$ cat src/rtl/inst_fetch_resp_pkg.sv
// Shared definitions for the instruction-fetch responder: reset/chip-enable
// levels, bus widths, fetch FSM encoding and the beat address helper.
package inst_fetch_resp_pkg;

  localparam logic RST_ENABLE   = 1'b1;
  localparam logic CHIP_ENABLE  = 1'b1;
  localparam logic CHIP_DISABLE = 1'b0;

  localparam int INST_ADDR_W = 32;
  localparam int INST_W      = 32;

  typedef enum logic [1:0] {
    IFS_IDLE  = 2'd0,
    IFS_FETCH = 2'd1,
    IFS_DONE  = 2'd2
  } ifs_state_t;

  // Byte address of a beat; wraps modulo 2^32 past the top of memory.
  function automatic logic [INST_ADDR_W-1:0] beat_addr(
    input logic [INST_ADDR_W-1:0] base,
    input logic [1:0]             beat
  );
    return base + {{(INST_ADDR_W-2){1'b0}}, beat};
  endfunction

endpackage

$ cat src/rtl/inst_fetch_resp_if.sv
// Byte-wide instruction memory port: the responder (master) drives the
// address and read request, the memory (slave) returns a byte with ready.
interface inst_fetch_resp_if;
  import inst_fetch_resp_pkg::*;

  logic [INST_ADDR_W-1:0] mem_addr_o;
  logic                   mem_re_o;
  logic [7:0]             mem_data_i;
  logic                   mem_ready_i;

  modport master (
    output mem_addr_o, mem_re_o,
    input  mem_data_i, mem_ready_i
  );

  modport slave (
    input  mem_addr_o, mem_re_o,
    output mem_data_i, mem_ready_i
  );
endinterface

$ cat src/rtl/inst_fetch_resp_hit_buf.sv
// One-entry instruction hit buffer: remembers the last completed fetch
// (address tag + word) and flags a match against the current PC.
// Only instantiated when IFETCH_HIT_BUF_EN is defined.
module ifetch_hit_buf
  import inst_fetch_resp_pkg::*;
(
  input  logic                   clk,
  input  logic                   rst,
  input  logic                   wr_en,
  input  logic [INST_ADDR_W-1:0] wr_tag,
  input  logic [INST_W-1:0]      wr_data,
  input  logic [INST_ADDR_W-1:0] rd_tag,
  output logic                   hit,
  output logic [INST_W-1:0]      rd_data
);

  logic [INST_ADDR_W-1:0] tag_q;
  logic [INST_W-1:0]      inst_q;
  logic                   hit_v;

  // Capture the entry on every unflushed completion; only reset invalidates it.
  always_ff @(posedge clk) begin
    if (rst == RST_ENABLE) begin
      tag_q  <= '0;
      inst_q <= '0;
      hit_v  <= 1'b0;
    end else if (wr_en) begin
      tag_q  <= wr_tag;
      inst_q <= wr_data;
      hit_v  <= 1'b1;
    end
  end

  assign hit     = hit_v && (rd_tag == tag_q);
  assign rd_data = inst_q;

endmodule

$ cat src/rtl/inst_fetch_resp.sv
// Instruction-fetch responder: assembles a 32-bit instruction from four
// little-endian byte beats and stalls the PC while a fetch is in flight.
// Optional one-entry hit buffer enabled by defining IFETCH_HIT_BUF_EN.
module inst_fetch_resp
  import inst_fetch_resp_pkg::*;
#(
  parameter int BEATS  = 4,
  parameter int ADDR_W = INST_ADDR_W
) (
  input  logic               clk,
  input  logic               rst,
  input  logic [ADDR_W-1:0]  pc_i,
  input  logic               ce_i,
  input  logic               flush_i,
  inst_fetch_resp_if.master  mem,
  output logic [INST_W-1:0]  inst_o,
  output logic               inst_valid_o,
  output logic               stallreq_o
);

  localparam logic [1:0] LAST_BEAT = 2'(BEATS - 1);

  ifs_state_t        state;
  logic [1:0]        beat;
  logic [ADDR_W-1:0] addr_q;
  logic [INST_W-1:0] buf_q;
  logic [INST_W-1:0] word_nx;
  logic              hit;
  logic [INST_W-1:0] hit_inst;

`ifdef IFETCH_HIT_BUF_EN
  ifetch_hit_buf u_hit_buf (
    .clk     (clk),
    .rst     (rst),
    .wr_en   ((state == IFS_DONE) && !flush_i),
    .wr_tag  (addr_q),
    .wr_data (buf_q),
    .rd_tag  (pc_i),
    .hit     (hit),
    .rd_data (hit_inst)
  );
`else
  assign hit      = 1'b0;
  assign hit_inst = '0;
`endif

  // Merge the incoming byte into its little-endian lane of the partial word.
  always_comb begin
    word_nx = buf_q;
    word_nx[8*beat +: 8] = mem.mem_data_i;
  end

  // Fetch FSM: reset beats flush, flush beats everything else.
  always_ff @(posedge clk) begin
    if (rst == RST_ENABLE) begin
      state  <= IFS_IDLE;
      beat   <= '0;
      addr_q <= '0;
      buf_q  <= '0;
      inst_o <= '0;
    end else if (flush_i) begin
      state <= IFS_IDLE;
      beat  <= '0;
      buf_q <= '0;
    end else begin
      case (state)
        IFS_IDLE: begin
          if (ce_i == CHIP_ENABLE) begin
            addr_q <= pc_i;
            beat   <= '0;
            if (hit) begin
              buf_q  <= hit_inst;
              inst_o <= hit_inst;
              state  <= IFS_DONE;
            end else begin
              buf_q <= '0;
              state <= IFS_FETCH;
            end
          end
        end
        IFS_FETCH: begin
          if (mem.mem_ready_i) begin
            buf_q <= word_nx;
            beat  <= beat + 2'd1;
            if (beat == LAST_BEAT) begin
              inst_o <= word_nx;
              state  <= IFS_DONE;
            end
          end
        end
        IFS_DONE: state <= IFS_IDLE;
        default:  state <= IFS_IDLE;
      endcase
    end
  end

  // Outputs decode from state; reset forces them low in the same cycle.
  assign mem.mem_re_o   = (state == IFS_FETCH) && (rst != RST_ENABLE);
  assign mem.mem_addr_o = mem.mem_re_o ? beat_addr(addr_q, beat) : '0;
  assign inst_valid_o   = (state == IFS_DONE) && !flush_i && (rst != RST_ENABLE);
  assign stallreq_o     = (ce_i == CHIP_ENABLE) && !flush_i &&
                          (state != IFS_DONE) && (rst != RST_ENABLE);

endmodule

$ cat src/flat_wrapper.sv
// flat-port wrapper written by rule: the top's interface ports become plain ports
module inst_fetch_resp_flat import inst_fetch_resp_pkg::*;
#(
  parameter int BEATS  = 4,
  parameter int ADDR_W = INST_ADDR_W
)
  (clk, rst, pc_i, ce_i, flush_i, inst_o, inst_valid_o, stallreq_o, mem_mem_addr_o, mem_mem_re_o, mem_mem_data_i, mem_mem_ready_i);
  inst_fetch_resp_if mem_i ();
  input  logic clk;
  input  logic rst;
  input  logic [ADDR_W-1:0] pc_i;
  input  logic ce_i;
  input  logic flush_i;
  output logic [INST_W-1:0] inst_o;
  output logic inst_valid_o;
  output logic stallreq_o;
  output wire logic [$bits(mem_i.mem_addr_o)-1:0] mem_mem_addr_o;
  output wire logic [$bits(mem_i.mem_re_o)-1:0] mem_mem_re_o;
  input wire logic [$bits(mem_i.mem_data_i)-1:0] mem_mem_data_i;
  input wire logic [$bits(mem_i.mem_ready_i)-1:0] mem_mem_ready_i;
  assign mem_mem_addr_o = mem_i.mem_addr_o;
  assign mem_mem_re_o = mem_i.mem_re_o;
  assign mem_i.mem_data_i = mem_mem_data_i;
  assign mem_i.mem_ready_i = mem_mem_ready_i;
  inst_fetch_resp #(.BEATS(BEATS), .ADDR_W(ADDR_W)) u_core (.clk(clk), .rst(rst), .pc_i(pc_i), .ce_i(ce_i), .flush_i(flush_i), .mem(mem_i), .inst_o(inst_o), .inst_valid_o(inst_valid_o), .stallreq_o(stallreq_o));
endmodule
$ cat config.mk
export PLATFORM = sky130hd
export DESIGN_NAME = inst_fetch_resp_flat
export DESIGN_NICKNAME = d
export VERILOG_FILES = /design/src/rtl/inst_fetch_resp_pkg.sv /design/src/rtl/inst_fetch_resp_if.sv /design/src/rtl/inst_fetch_resp_hit_buf.sv /design/src/rtl/inst_fetch_resp.sv /design/src/flat_wrapper.sv
export SDC_FILE = /design/constraint.sdc
export NUM_CORES = 1
export LEC_CHECK = 0
export ABC_CLOCK_PERIOD_IN_PS = 5650
export BUFFER_PORTS_ARGS = -buffer_cell sky130_fd_sc_hd__clkbuf_2
export CORE_MARGIN = 2
export CORE_UTILIZATION = 25
export DETAILED_ROUTE_END_ITERATION = 6
export PLACE_DENSITY_LB_ADDON = 0.05
export SYNTH_ARGS = -nofsm -noshare
export SYNTH_HDL_FRONTEND = slang
export SYNTH_HIERARCHICAL = 1
export SYNTH_SLANG_ARGS = --single-unit
export TNS_END_PERCENT = 100
$ cat constraint.sdc
create_clock -name clk -period 5.65 [get_ports clk]
set_clock_uncertainty 0.2 [all_clocks]
set_input_delay 1.13 -clock clk [delete_from_list [all_inputs] [get_ports clk]]
set_output_delay 1.13 -clock clk [all_outputs]
set_load 0.005 [all_outputs]
==> flow_summary.toml, run 1 <==
[power]
intPower_mw = 1.06
leakagePower_nw = 2.13
combPwrFrac_pct = 6.7
power.share.switching_pct = 24.7
ir_worst_vdd_mv = 0.134
clock_power_share_pct = 41.2
p_switching_uw = 348
p_per_area_nw_per_um2 = 240
p_total_mw = 1.41
seqPwrFrac_pct = 52.0

[cells_and_area]
design_area_um2 = 5860
n_antenna_cell = 0
nNetsFinal = 713
final_cells = 924
final_core_util_pct = 31.0
syn_to_final_growth_pct = 21.0
drive_gt1_share_pct = 21.7

[clock_tree]
ctsHoldBuffers = 0
cts_tree = "built"
numCtsBuffers = 9
ctsRootBufferMaster = "clkbuf_16"
clk_latency_ns = 0.35
clock-sinks = 100
cts_max_level = 3
postCtsSetupRepairBufs = 0
clockBufferDepth = 2
post_cts_resized = 0
cts.clk_slew.worst_paths_ns = 0.07

[drt]
drt_iter0_markers = 170
drc = 0
ant_nets = 0
dr.pass1.iters = 4
wl_per_cell_um = 15.9
vias_per_cell = 4.77
num_vias = 4404
wl_um = 14700

[place]
placed_area_um2 = 5590
hpwl_um = 10300
dp_cells = 908
preCtsSetupSlack_ns = 1.54
gp_congestion = 0.791
portBuffers = 111

[sta]
worst_pin_slew_ns = 1.03
setup_viol = 0
max_freq_mhz = 231
finalHoldViolations = 0
slew-limit-headroom_pct = 31.4
rsz0062_at_grt = "false"
setup_tns_ns = 0
maxSlewViolCount = 0
timing.final.crit_period_ns = 4.34
setup_slack_ns = 1.31
fin_crit_sh_pct = 76.7
hold_ws_ns = 0.266

[setup_path]
cp_slowest_cell = "nand4bb_1"
cp-end-kind = "output pin"
startpoint_type = "flip-flop"
slowest_delay_ns = 0.69
critPathMaxFanout = 18
required_ns = 4.32
crit_arrival_ns = 3.01
setup.worst_path.class = "reg -> out"
cp_common_cell = "a21oi_1"
path_cells = "ha_1, a21oi_1, nand4bb_1, or4_1, a21oi_1, clkbuf_2"

[synthesis]
synth_common_cells = "dfxtp_1, nor2_1, nand2_1, a21oi_1, mux2i_1"
synth_area_leaders = "dfxtp_1, mux2i_1, nor2_1, nand2_1, a22o_1"
synth_top_cell_area_share_pct = 41.3
synthXorXnorAreaFrac_pct = 1.81
syn-num-nets = 627
yosysMostFrequentCell = "dfxtp_1"
synth_edf_count = 0
synth-seq-area-share_pct = 41.3
synthesis.instances = 573
synthSimpleGateAreaFrac_pct = 23.5
async_flop_share_pct = 0
ys.flop_type = "dfxtp_1"
yosysTopAreaCell = "dfxtp_1"
synth_top_family_by_area = "simple AND/OR/NAND/NOR gates"
synth_cell_types = 46
synth_compound_area_share_pct = 19.0
avgSynthCellArea_um2 = 8.46
ys_seq_elements = 100
netlist_area_um2 = 4850
synth_mux_area_share_pct = 7.23
synth_fa_ha_area_share_pct = 2.48
yosysWarnings = 6

[run]
max-cap-violations = 0

[grt]
grtUsageTotal_pct = 14.4
grt_overflow_total = 0
use_met1_pct = 18.2
grt-busiest-layer = "met2"
use_met2_pct = 24.5
grt_start_max_net_pins = 67
antenna_found_initial = 0
grtUsageMet3_pct = 3.79
grt_pass1_wl_um = 22800
grt_pass1_vias = 4132

[floorplanning]
die-area_um2 = 20500
core-area_um2 = 18900
die_h_um = 143
start_util_pct = 25.6
boundaryPins = 112
dieWidth_um = 143
rows = 50

[worst_hold_path]
hold_path_class = "reg -> reg"

[run_status]
status = "finished, final reports clean"
## cell usage in the layout (no fill, tap or decap), types with 3 or more instances in the layout
cell type / count
clkbuf_16: 9
and2_1: 4
nor3_1: 4
or4_1: 14
nor2_1: 79
buf_4: 7
inv_1: 9
and4_1: 3
a22oi_1: 33
o21ai_0: 4
ha_1: 8
nor4_1: 3
nand3_1: 13
clkbuf_2: 111
or3_1: 3
a21oi_1: 51
dfxtp_1: 100
nand2_1: 77
xor2_1: 4
nand2b_1: 3
nor4bb_1: 3
xnor2_1: 6
mux2i_1: 35
o31ai_1: 13
nand4_1: 6
a22o_1: 32
## layer usage
| layer | share of wire (%) | vias to the layer above |
|---|---|---|
| li1 | - | 2226 |
| met1 | 47 | 2074 |
| met4 | 0.89 | 0 |
| met5 | 0 | - |
| met2 | 48 | 95 |
| met3 | 5.0 | 9 |
## sequential cells by signal, summed over array words and instances (netlist names)
| signal | cells |
|---|---|
| u_core/addr_q | 32 |
| u_core/beat | 2 |
| u_core/buf_q | 32 |
| u_core/inst_o | 32 |
| u_core/state | 2 |
## path summary, 6_finish.rpt
check | from | end | slack (ns) | cells after the start
worst max-delay path | u_core/beat[0] | mem_mem_addr_o[29] | 1.31 | 6
worst min-delay path | u_core/addr_q[0] | u_core/addr_q[0] | 0.27 | 2
worst max register to register | u_core/state[0] | u_core/inst_o[1] | 2.97 | 5
worst min register to register | u_core/addr_q[0] | u_core/addr_q[0] | 0.27 | 2
## power by group through the flow
stage | Clock, mW | Combinational (mW) | Sequential (mW)
2_1_floorplan | 0 | 0.0557 | 0.743
3_3_place_gp | 0 | 0.0968 | 0.748
3_5_place_dp | 0 | 0.0967 | 0.748
4_1_cts | 0.611 | 0.0971 | 0.732
5_1_grt | 0.635 | 0.106 | 0.734
6_report | 0.580 | 0.0948 | 0.732
## area by class of cell
type                            instances  area [um2]
Clock buffer                           12         246
Clock inverter                          4        25.0
Fill cell                            2100       13000
Inverter                                9        33.8
Multi-Input combinational cell        421        2620
Sequential cell                       100        2000
Tap cell                              260         325
Timing Repair Buffer                  118         608
## cell families after synthesis
logic type	Yosys count
compound gates	135
mux	35
simple gates	232
xor+xnor	10
flops	100
buf+inv	52
fa+ha+maj	9
## worst max-delay path: cells and delay by family (launching register included)
family                     cells  cell delay (ns)
AOI/OAI and AO/OA              2             0.36
adders and majority gates      1             0.25
buffers and inverters          1             0.15
DFF                            1             0.52
and+or+nand+nor                2             1.37
Note: power is estimated with default switching activity, not from simulation.
==> run 2: changes to the inputs <==
- ABC_CLOCK_PERIOD_IN_PS: 5650 -> 3950
- clock period: 5.65 -> 3.95 ns (I/O delays scaled with it)
==> flow_summary.toml, run 2 (same netlist as run 1, synthesis figures left out) <==
[cells_and_area]
final_cells = 925
regArea_um2 = 2000
n_antenna_cell = 0
mostFrequentLayoutCells = "clkbuf_2, dfxtp_1, nor2_1"
drive_gt1_share_pct = 22.3
multiInputGateArea_um2 = 2620
final_core_util_pct = 31.3
n_fill_cell = 2071
nNetsFinal = 716
final_common_cell = "clkbuf_2"
design_area_um2 = 5920
top_regs = "u_core/addr_q x32, u_core/buf_q x32, u_core/inst_o x32"
syn_to_final_growth_pct = 22.1

[sta]
hold_ws_ns = 0.267
rsz0062_at_grt = "false"
timing.final.crit_period_ns = 3.65
worst_pin_slew_ns = 0.756
max_freq_mhz = 274
finalHoldViolations = 0
setup_slack_ns = 0.298
slew-limit-headroom_pct = 49.6
setup_viol = 0
maxSlewViolCount = 0
fin_crit_sh_pct = 92.4
setup_tns_ns = 0

[floorplanning]
core-area_um2 = 18900
dieWidth_um = 143
boundaryPins = 112
start_util_pct = 25.6
die_h_um = 143
rows = 50
die-area_um2 = 20500

[drt]
wl_per_cell_um = 16.3
drc = 0
drt_iter0_markers = 198
wl_um = 15100
num_vias = 4486
ant_nets = 0
dr.pass1.iters = 4
vias_per_cell = 4.85

[power]
p_total_mw = 2.07
ir_worst_vdd_mv = 0.180
leakagePower_nw = 2.16
p_per_area_nw_per_um2 = 350

[clock_tree]
cts.clk_slew.worst_paths_ns = 0.07
clockBufferDepth = 2
cts_max_level = 3
clk_latency_ns = 0.34
clock-sinks = 100
ctsRootBufferMaster = "clkbuf_16"
cts_tree = "built"
numCtsBuffers = 9
postCtsSetupRepairBufs = 0

[setup_path]
critPathMaxFanout = 10
cp-end-kind = "output pin"
reg2reg_slack_ns = 1.74
startpoint_type = "flip-flop"
crit_arrival_ns = 2.66
setup.worst_path.class = "reg -> out"
required_ns = 2.96

[place]
gp_congestion = 0.770
preCtsSetupSlack_ns = 0.522
placed_area_um2 = 5630
hpwl_um = 10400
portBuffers = 111
dp_cells = 911

[grt]
grt_start_max_net_pins = 67
grtUsageTotal_pct = 14.9
grt_pass1_vias = 4284
grt_pass1_wl_um = 23600
grt_overflow_total = 0
antenna_found_initial = 1

[run_status]
status = "finished, final reports clean"

[worst_hold_path]
hold_path_class = "reg -> reg"

[run]
max-cap-violations = 0
[run 2: routing by layer]
layer | GRT usage [%] | up-vias | wire length, um
li1 | - | 2232 | -
met1 | 19.4 | 2133 | 6930
met2 | 25.0 | 107 | 7180
met3 | 3.22 | 12 | 770
met4 | 3.66 | 2 | 155
met5 | 0 | - | 13
[run 2: path summary, 6_finish.rpt]
check,startpoint,end,cells after the start
setup / recovery,u_core/beat[0],mem_mem_addr_o[24],7
hold / removal,u_core/addr_q[0],u_core/addr_q[0],2
setup reg to reg,u_core/state[0],u_core/inst_o[8],6
hold reg to reg,u_core/addr_q[0],u_core/addr_q[0],2
[run 2: timing repair]
item	4_1_cts	5_1_grt
gates resized for setup	0	1
endpoints found under the setup margin	0	4
hold buffers	0	0
[run 2: critical path: stages, from the launching register on]
cell and delay, ns:
dfxtp_2 0.43, ha_1 0.21, fa_1 0.26, and4_1 0.33, nand2_1 0.23, or4_1 0.56, a21oi_1 0.16, clkbuf_2 0.14
[run 2: power breakdown]
part | internal [mW] | leakage [nW] | switching, mW
registers | 1.02 | 0.809 | 0.0235
logic | 0.0477 | 1.21 | 0.0885
clock network | 0.489 | 0.142 | 0.397
total | 1.56 | 2.16 | 0.509
[run 2: final cells by class]
class,count,area share [%]
clock buffer,9,3.81
clock inverter,5,1.04
inverter,9,0.571
multi-input combinational,421,44.4
sequential,100,33.9
tap,260,5.50
timing repair buffer,121,10.9
==> run 3: changes to the inputs <==
- ABC_CLOCK_PERIOD_IN_PS: 3950 -> 3400
- clock period: 3.95 -> 3.4 ns (I/O delays scaled with it)
==> flow_summary.toml, run 3 (same netlist as run 1, synthesis figures left out) <==
[power]
p_total_mw = 2.44
ir_worst_vdd_mv = 0.215
leakagePower_nw = 2.23
p_per_area_nw_per_um2 = 407

[setup_path]
setup.worst_path.class = "reg -> out"
startpoint_type = "flip-flop"
critPathMaxFanout = 8
cp-end-kind = "output pin"
required_ns = 2.52
crit_arrival_ns = 2.38

[cells_and_area]
n_fill_cell = 2061
final_cells = 932
n_antenna_cell = 0
final_common_cell = "clkbuf_2"
syn_to_final_growth_pct = 23.9
mostFrequentLayoutCells = "clkbuf_2, dfxtp_1, nor2_1"
drive_gt1_share_pct = 23.7
top_regs = "u_core/addr_q x32, u_core/buf_q x32, u_core/inst_o x32"
nNetsFinal = 721

[sta]
setup_slack_ns = 0.137
slew-limit-headroom_pct = 48.7
rsz0062_at_grt = "true"
fin_crit_sh_pct = 96.0
worst_pin_slew_ns = 0.770
maxSlewViolCount = 0
hold_ws_ns = 0.271
setup_viol = 0
max_freq_mhz = 307
timing.final.crit_period_ns = 3.26
finalHoldViolations = 0
setup_tns_ns = 0

[grt]
grt_pass1_vias = 4310
grt_overflow_total = 0
use_met1_pct = 19.4
use_met2_pct = 25.5
grtUsageTotal_pct = 15.1
grt_pass1_wl_um = 23900
antenna_found_initial = 0
grt-busiest-layer = "met2"
grt_start_max_net_pins = 66
grtUsageMet3_pct = 3.12

[drt]
dr.pass1.iters = 4
vias_per_cell = 4.87
wl_um = 15200
num_vias = 4543
drc = 0
wl_per_cell_um = 16.4
drt_iter0_markers = 167
ant_nets = 0

[floorplanning]
core-area_um2 = 18900
start_util_pct = 25.6
boundaryPins = 112
die_h_um = 143
dieWidth_um = 143
rows = 50
die-area_um2 = 20500

[run_status]
status = "finished, final reports clean"

[clock_tree]
ctsRootBufferMaster = "clkbuf_16"
ctsHoldBuffers = 0
cts_max_level = 3
numCtsBuffers = 9
cts.clk_slew.worst_paths_ns = 0.07
postCtsSetupRepairBufs = 0
cts_tree = "built"
clock-sinks = 100
clockBufferDepth = 2
clk_latency_ns = 0.35

[place]
gp_congestion = 0.772
portBuffers = 111
dp_cells = 915
preCtsSetupSlack_ns = 0.308
hpwl_um = 10400

[worst_hold_path]
hold_path_class = "reg -> reg"

[run]
max-cap-violations = 0
-- run 3: per-layer routing --
| layer | share of wire, % | up-vias |
|---|---|---|
| met1 | 45 | 2160 |
| li1 | - | 2242 |
| met5 | 0 | - |
| met3 | 4.9 | 16 |
| met4 | 1.4 | 0 |
| met2 | 48 | 125 |
-- run 3: metrics by stage --
| stage | area [um2] | util [%] |
|---|---|---|
| 2_1_floorplan | 4850 | - |
| 3_3_place_gp | 5650 | 29.9 |
| 3_5_place_dp | 5650 | 29.9 |
| 4_1_cts | 5950 | 31.5 |
| 5_1_grt | 6000 | 31.8 |
| 6_report | 6000 | 31.8 |
-- run 3: worst paths after layout --
kind                    start                 end  slack [ns]  depth (start not counted)
max            u_core/beat[0]  mem_mem_addr_o[24]        0.14                          7
max reg2reg    u_core/beat[0]   u_core/inst_o[31]        1.25                          8
min          u_core/addr_q[0]    u_core/addr_q[0]        0.27                          2
min reg2reg  u_core/addr_q[0]    u_core/addr_q[0]        0.27                          2
-- run 3: area by class of cell --
cell class                 instances  area, um2  share of cell area, %
multi-input combinational        421       2670                   44.4
sequential                       100       2000                   33.4
timing repair buffer             126        669                   11.2
tap                              260        325                   5.42
clock buffer                      12        246                   4.11
clock inverter                     4       56.3                  0.938
inverter                           9       33.8                  0.563
-- run 3: power breakdown --
part	switching, mW	internal [mW]	leakage, nW
combinational	0.103	0.0566	1.27
sequential	0.0285	1.19	0.809
clock	0.466	0.598	0.147
-- run 3: critical path, stage by stage (launching register included) --
cell	delay, ns
dfxtp_1	0.34
ha_2	0.20
fa_2	0.25
and4_4	0.30
nand2_4	0.10
or4_1	0.54
a21oi_1	0.16
clkbuf_2	0.13
-- run 3: what timing repair did --
action,in CTS,in global routing
pin swaps,0,1
hold endpoints to repair,0,0
setup endpoints to repair,6,14
gates cloned,0,1
resized for setup,2,9
